--- src/rtl/linsys_pkg.sv ---
// Shared types and job geometry for the 3x3 linear-solver host adapter.
package linsys_pkg;

    typedef enum logic [2:0] {
        S_CLR,
        S_LOAD,
        S_FLUSH,
        S_START,
        S_WAIT,
        S_SEND
    } state_t;

    localparam int N_A   = 9;
    localparam int N_B   = 3;
    localparam int N_X   = 3;
    localparam int N_JOB = N_A + N_B;

endpackage

--- src/rtl/linsys_timeout_ctr.sv ---
// Solver watchdog: cleared before each run, counts while enabled, flags the final waiting cycle.
module linsys_timeout_ctr #(
    parameter int TIMEOUT_CYCLES = 4096
) (
    input  logic clk,
    input  logic rst,
    input  logic clear,
    input  logic enable,
    output logic expire
);

    localparam int CW = (TIMEOUT_CYCLES > 0) ? $clog2(TIMEOUT_CYCLES + 1) : 1;

    logic [CW-1:0] count;

    always_ff @(posedge clk) begin
        if (rst || clear) begin
            count <= '0;
        end else if (enable && (TIMEOUT_CYCLES != 0)) begin
            count <= count + CW'(1);
        end
    end

    // Fires on the cycle whose increment would take the count to TIMEOUT_CYCLES-1,
    // so the caller leaves the wait exactly TIMEOUT_CYCLES cycles after the start pulse.
    assign expire = enable && (TIMEOUT_CYCLES != 0) &&
                    ((32'(count) + 32'd2) >= 32'(TIMEOUT_CYCLES));

endmodule

--- src/rtl/linsys_host_adapter.sv ---
// Host-side adapter for the 3x3 linear solver: streams a job into the solver's A/b
// write ports, starts it under a watchdog and streams x0..x2 back with last/err.
module linsys_host_adapter
    import linsys_pkg::*;
#(
    parameter int DATA_WIDTH     = 16,
    parameter int TIMEOUT_CYCLES = 4096,
    parameter int CLR_CYCLES     = 2
) (
    input  logic                  clk,
    input  logic                  rst,
    input  logic [DATA_WIDTH-1:0] in_data,
    input  logic                  in_valid,
    output logic                  in_ready,
    output logic [DATA_WIDTH-1:0] out_data,
    output logic                  out_valid,
    input  logic                  out_ready,
    output logic                  out_last,
    output logic                  out_err,
    output logic                  slv_rst,
    output logic                  slv_start,
    output logic [DATA_WIDTH-1:0] a_data,
    output logic [3:0]            a_addr,
    output logic                  a_wen,
    output logic [DATA_WIDTH-1:0] b_data,
    output logic [1:0]            b_addr,
    output logic                  b_wen,
    input  logic [DATA_WIDTH-1:0] slv_x0,
    input  logic [DATA_WIDTH-1:0] slv_x1,
    input  logic [DATA_WIDTH-1:0] slv_x2,
    input  logic                  slv_done,
    output logic                  busy
);

    // state   | meaning
    // S_CLR   | solver held in reset for CLR_CYCLES cycles
    // S_LOAD  | accepting the 12 job words, one write strobe per accept
    // S_FLUSH | final b write visible, start pulse being issued
    // S_START | start pulse visible, watchdog cleared
    // S_WAIT  | waiting for slv_done or watchdog expiry
    // S_SEND  | streaming x0..x2 to the host

    localparam int CLR_W = (CLR_CYCLES > 1) ? $clog2(CLR_CYCLES) : 1;

    state_t                state;
    logic [CLR_W-1:0]      clr_cnt;
    logic [3:0]            k;
    logic [1:0]            idx;
    logic [DATA_WIDTH-1:0] res [N_X];
    logic                  wd_expire;

    linsys_timeout_ctr #(
        .TIMEOUT_CYCLES(TIMEOUT_CYCLES)
    ) u_wd (
        .clk   (clk),
        .rst   (rst),
        .clear (state == S_START),
        .enable(state == S_WAIT),
        .expire(wd_expire)
    );

    always_ff @(posedge clk) begin
        if (rst) begin
            state     <= S_CLR;
            clr_cnt   <= '0;
            k         <= '0;
            idx       <= '0;
            in_ready  <= 1'b0;
            out_valid <= 1'b0;
            out_data  <= '0;
            out_last  <= 1'b0;
            out_err   <= 1'b0;
            slv_rst   <= 1'b1;
            slv_start <= 1'b0;
            a_wen     <= 1'b0;
            a_addr    <= '0;
            a_data    <= '0;
            b_wen     <= 1'b0;
            b_addr    <= '0;
            b_data    <= '0;
            busy      <= 1'b1;
            for (int i = 0; i < N_X; i++) res[i] <= '0;
        end else begin
            a_wen     <= 1'b0;
            b_wen     <= 1'b0;
            slv_start <= 1'b0;
            case (state)
                S_CLR: begin
                    slv_rst <= 1'b1;
                    if (clr_cnt == CLR_W'(CLR_CYCLES - 1)) begin
                        clr_cnt  <= '0;
                        slv_rst  <= 1'b0;
                        in_ready <= 1'b1;
                        busy     <= 1'b0;
                        k        <= '0;
                        state    <= S_LOAD;
                    end else begin
                        clr_cnt <= clr_cnt + CLR_W'(1);
                    end
                end
                S_LOAD: begin
                    if (in_valid && in_ready) begin
                        busy <= 1'b1;
                        if (k < 4'(N_A)) begin
                            a_wen  <= 1'b1;
                            a_addr <= k;
                            a_data <= in_data;
                        end else begin
                            b_wen  <= 1'b1;
                            b_addr <= 2'(k - 4'(N_A));
                            b_data <= in_data;
                        end
                        if (k == 4'(N_JOB - 1)) begin
                            in_ready <= 1'b0;
                            state    <= S_FLUSH;
                        end
                        k <= k + 4'd1;
                    end
                end
                S_FLUSH: begin
                    slv_start <= 1'b1;
                    state     <= S_START;
                end
                S_START: begin
                    state <= S_WAIT;
                end
                S_WAIT: begin
                    // done has priority over a simultaneous watchdog expiry
                    if (slv_done) begin
                        res[0]    <= slv_x0;
                        res[1]    <= slv_x1;
                        res[2]    <= slv_x2;
                        out_data  <= slv_x0;
                        out_err   <= 1'b0;
                        out_last  <= 1'b0;
                        out_valid <= 1'b1;
                        idx       <= '0;
                        state     <= S_SEND;
                    end else if (wd_expire) begin
                        for (int i = 0; i < N_X; i++) res[i] <= '0;
                        out_data  <= '0;
                        out_err   <= 1'b1;
                        out_last  <= 1'b0;
                        out_valid <= 1'b1;
                        idx       <= '0;
                        state     <= S_SEND;
                    end
                end
                S_SEND: begin
                    if (out_ready) begin
                        if (idx == 2'(N_X - 1)) begin
                            out_valid <= 1'b0;
                            out_last  <= 1'b0;
                            out_err   <= 1'b0;
                            out_data  <= '0;
                            slv_rst   <= 1'b1;
                            clr_cnt   <= '0;
                            state     <= S_CLR;
                        end else begin
                            idx      <= idx + 2'd1;
                            out_data <= res[idx + 2'd1];
                            out_last <= (idx == 2'(N_X - 2));
                        end
                    end
                end
                default: begin
                    slv_rst <= 1'b1;
                    clr_cnt <= '0;
                    state   <= S_CLR;
                end
            endcase
        end
    end

endmodule
--- config.mk ---
export PLATFORM = sky130hd
export DESIGN_NAME = linsys_host_adapter
export DESIGN_NICKNAME = d
export VERILOG_FILES = /design/src/rtl/linsys_pkg.sv /design/src/rtl/linsys_timeout_ctr.sv /design/src/rtl/linsys_host_adapter.sv
export SDC_FILE = /design/constraint.sdc
export NUM_CORES = 1
export LEC_CHECK = 0
export CAP_MARGIN = 30
export CORE_ASPECT_RATIO = 0.8
export CORE_MARGIN = 1
export CORE_UTILIZATION = 45
export CTS_CLUSTER_DIAMETER = 50
export CTS_CLUSTER_SIZE = 16
export DETAILED_ROUTE_END_ITERATION = 8
export PLACE_DENSITY = 0.83
export RECOVER_POWER = 50
export SYNTH_ARGS = -nofsm -noshare
export SYNTH_HDL_FRONTEND = slang
export SYNTH_HIERARCHICAL = 1
export SYNTH_SLANG_ARGS = --single-unit
--- constraint.sdc ---
create_clock -name clk -period 3.2 [get_ports clk]
set_input_delay 0.48 -clock clk [delete_from_list [all_inputs] [get_ports clk]]
set_output_delay 0.48 -clock clk [all_outputs]
set_load 0.02 [all_outputs]
==> run summary <==
Tot GR Track Use: 20.3%
Outcome: finished clean
Clk pwr share: 45.3%
Crit. End Element: flip-flop
Die H: 103 microns
Drt pass-1 iters: 4
Area after DPL: 7190 sq um
Gp weighted congestion: 0.843
Yosys reg bits: 134
Combinational share of power: 9.6%
Layout cells sized above 1: 7.24%
Die W: 128 microns
Worst Path Max Fanout: 63
Placed cells: 830
Htree depth: 4
Worst Hold Class: flip-flop to flip-flop
Clk buf depth: 2
DRC errors left: 0
Post-DRT Antenna Nets: 0
Synth top area share: 30.0%
Crit path launch type: input port
Largest stage delay on the critical path: 1000 ps
CP cell instances: clkbuf_1, clkbuf_2, or2_0, a211oi_1
First-pass GRT wire length: 20700 microns
Slowest CP cell: clkbuf_2
Core area: 12300 sq um
CP startpoint: rst
Root buf cell: clkbuf_16
Port Buf Inserts: 131
WL/cell: 15.1 microns
Vias in the first global route: 4288
Layout area overhead: 35.3%
Number of flops mapped to enable cells by yosys: 48
Ports: 132
Worst Reg-to-Reg Cells: 4
Warnings from Yosys: 6
Post-DP HPWL: 8750 microns
Initial antenna violation count: 0
Final setup violation count: 0
Leakage: 3.03 nW
Place WS: 800 ps
Switching share of total power: 23.2%
Gate Count Post-Synth: 554
Register-to-Register Setup Slack: 770 ps
Seq/Total Area, Yosys: 55.1%
Vias per cell: 5.21
Fin Setup TNS: 0 ps
Relative slew slack: 24.0%
Max Cap Viol: 0
RSZ-0062 raised after global routing: false
TritonCTS clock tree: built
CP endpoint: u_wd/count[1]
Setup bufs post-CTS: 0
Starting DRT DRC Count: 280
Leading post-synthesis cells by cell area: dfxtp_1 (30%), edfxtp_1 (25%), mux2i_1 (9.4%)
Final Cycle Share: 82.8%
# hold bufs at CTS: 0
Distinct cells, synth: 45
Worst-path clk slew: 50 ps
Yosys top cell by area: dfxtp_1
# diodes: 0
Final min period: 2650 ps
Final count of hold timing violations: 0
Int Power: 3.21 mW
R2r endpoint: b_addr[1]
Async set or reset register ratio after synthesis: 0%
Max Clock Skew: 12.4 ps
Initial core utilization: 46.7%
Pwr/cell area: 539 nW/um^2
Post-route cell area: 7760 sq um
Final WS setup: 550 ps
Post-CTS Resized: 0
Most used DFF post-synth: dfxtp_1
Worst-Margin Slew: 1140 ps
Psw: 0.972 mW
Final Non-Filler Cells: 862
Clock buffer count from CTS: 17
Mapped Nets: 630
Vias: 4494
Worst IR drop on VDD: 361 uV
Total Routed Length: 13000 microns
Largest net degree at the start of global routing: 64
Clock Sink Count: 134
Final nets: 754
Std-Cell Rows: 36
RR Startpoint: state[0]
Synthesized area per cell: 10.4 sq um
Critical path data arrival time: 2910 ps
Crit Path Category: input port to flip-flop
Full die area: 13200 sq um
Clock latency on the worst-skew pair: 410 ps
Sequential share of power: 45.1%
CP required: 3460 ps
Mapped cell area: 5740 sq um
Total grt overflow: 0
Fmax: 377 MHz
Pins Over Slew Limit: 0
## logic make-up after synthesis
family	share of synthesized area [%]
AO/OA/AOI/OAI	8.61
XOR/XNOR	0.763
adder cells (fa/ha/maj)	1.53
buffers and inverters	3.71
flip-flops	55.1
multiplexers	9.81
AND/OR/NAND/NOR	20.5
## area by class of cell
| type | instances | area (sq um) |
|---|---|---|
| clock buffers | 21 | 460 |
| inverters | 8 | 30.0 |
| multi-input cells | 375 | 2380 |
| clock inverters | 11 | 125 |
| repair buffers | 142 | 1400 |
| flip-flops and latches | 134 | 3160 |
| well taps | 171 | 214 |
| fillers | 907 | 4530 |
## cells in the final DEF, fill, tap and decap left out, types with 20 or more instances in the layout
master / instances
nor2_1: 85
a211oi_1: 36
dlygate4sd3_1: 63
edfxtp_1: 48
clkdlybuf4s50_1: 67
a21oi_1: 20
nand2_1: 24
nor3_1: 24
and2_1: 40
mux2i_1: 54
dfxtp_1: 86
## power groups by stage
stage | Clock (mW) | Sequential, mW | Combinational (mW)
floorplan | 0 | 1.92 | 0.210
global placement | 0 | 1.92 | 0.395
detailed placement | 0 | 1.92 | 0.406
CTS | 1.93 | 1.89 | 0.412
global route | 2.00 | 1.90 | 0.436
finish | 1.89 | 1.89 | 0.401
## registers in the layout (all words and copies together) (netlist names)
| signal | count |
|---|---|
| clr_cnt | 1 |
| b_addr | 2 |
| a_data | 16 |
| idx | 2 |
| in_ready | 1 |
| out_err | 1 |
| u_wd/count | 13 |
| state | 3 |
| out_valid | 1 |
| res | 48 |
| a_wen | 1 |
| b_data | 16 |
| k | 4 |
| busy | 1 |
| b_wen | 1 |
| out_last | 1 |
| slv_rst | 1 |
| a_addr | 4 |
| slv_start | 1 |
| out_data | 16 |
## how the worst min path moves through the flow
stage                   startpoint             end  slack, ps  cells after the start
floorplan           u_wd/count[11]  u_wd/count[11]        440                      2
global placement          out_last        out_last        440                      2
detailed placement        out_last        out_last        450                      2
CTS                       out_last        out_last        450                      2
global route              out_last        out_last        470                      2
finish                    out_last        out_last        450                      2
## cells in the mapped netlist (6+ instances only)
library cell and count:
nor2_1 85, inv_1 8, o21ai_0 9, a21oi_1 20
nor4_1 6, nor3_1 24, a211oi_1 37, and2_1 49
clkbuf_1 27, mux2i_1 54, nand2b_1 7, nand3_1 8
nand2_1 24, dfxtp_1 86, edfxtp_1 48, ha_1 7
## critical path, delay by kind of cell
kind                   cells  cell delay (ps)
AO/OA/AOI/OAI              1              110
buffers and inverters      2             1740
AND/OR/NAND/NOR            1              550
## stage by stage
| step | power [mW] | hold slack [ps] | util (%) |
|---|---|---|---|
| after global placement | 2.31 | 444 | 58.4 |
| after CTS | 4.23 | 453 | 63.2 |
| after global routing | 4.34 | 466 | 63.1 |
| final | 4.18 | 446 | 63.1 |
| after floorplan | 2.13 | 443 | - |
| after detailed placement | 2.33 | 445 | 58.4 |
## routing by layer
layer  vias to the layer above  track usage, %  part of all wire [%]
met4                         0            7.87                   1.5
met5                         -               0                     0
met2                       153            33.4                    49
met3                        19            4.88                   5.1
li1                       2201               -                     -
met1                      2121            25.9                    45
Power figures use the tool's default switching activity.
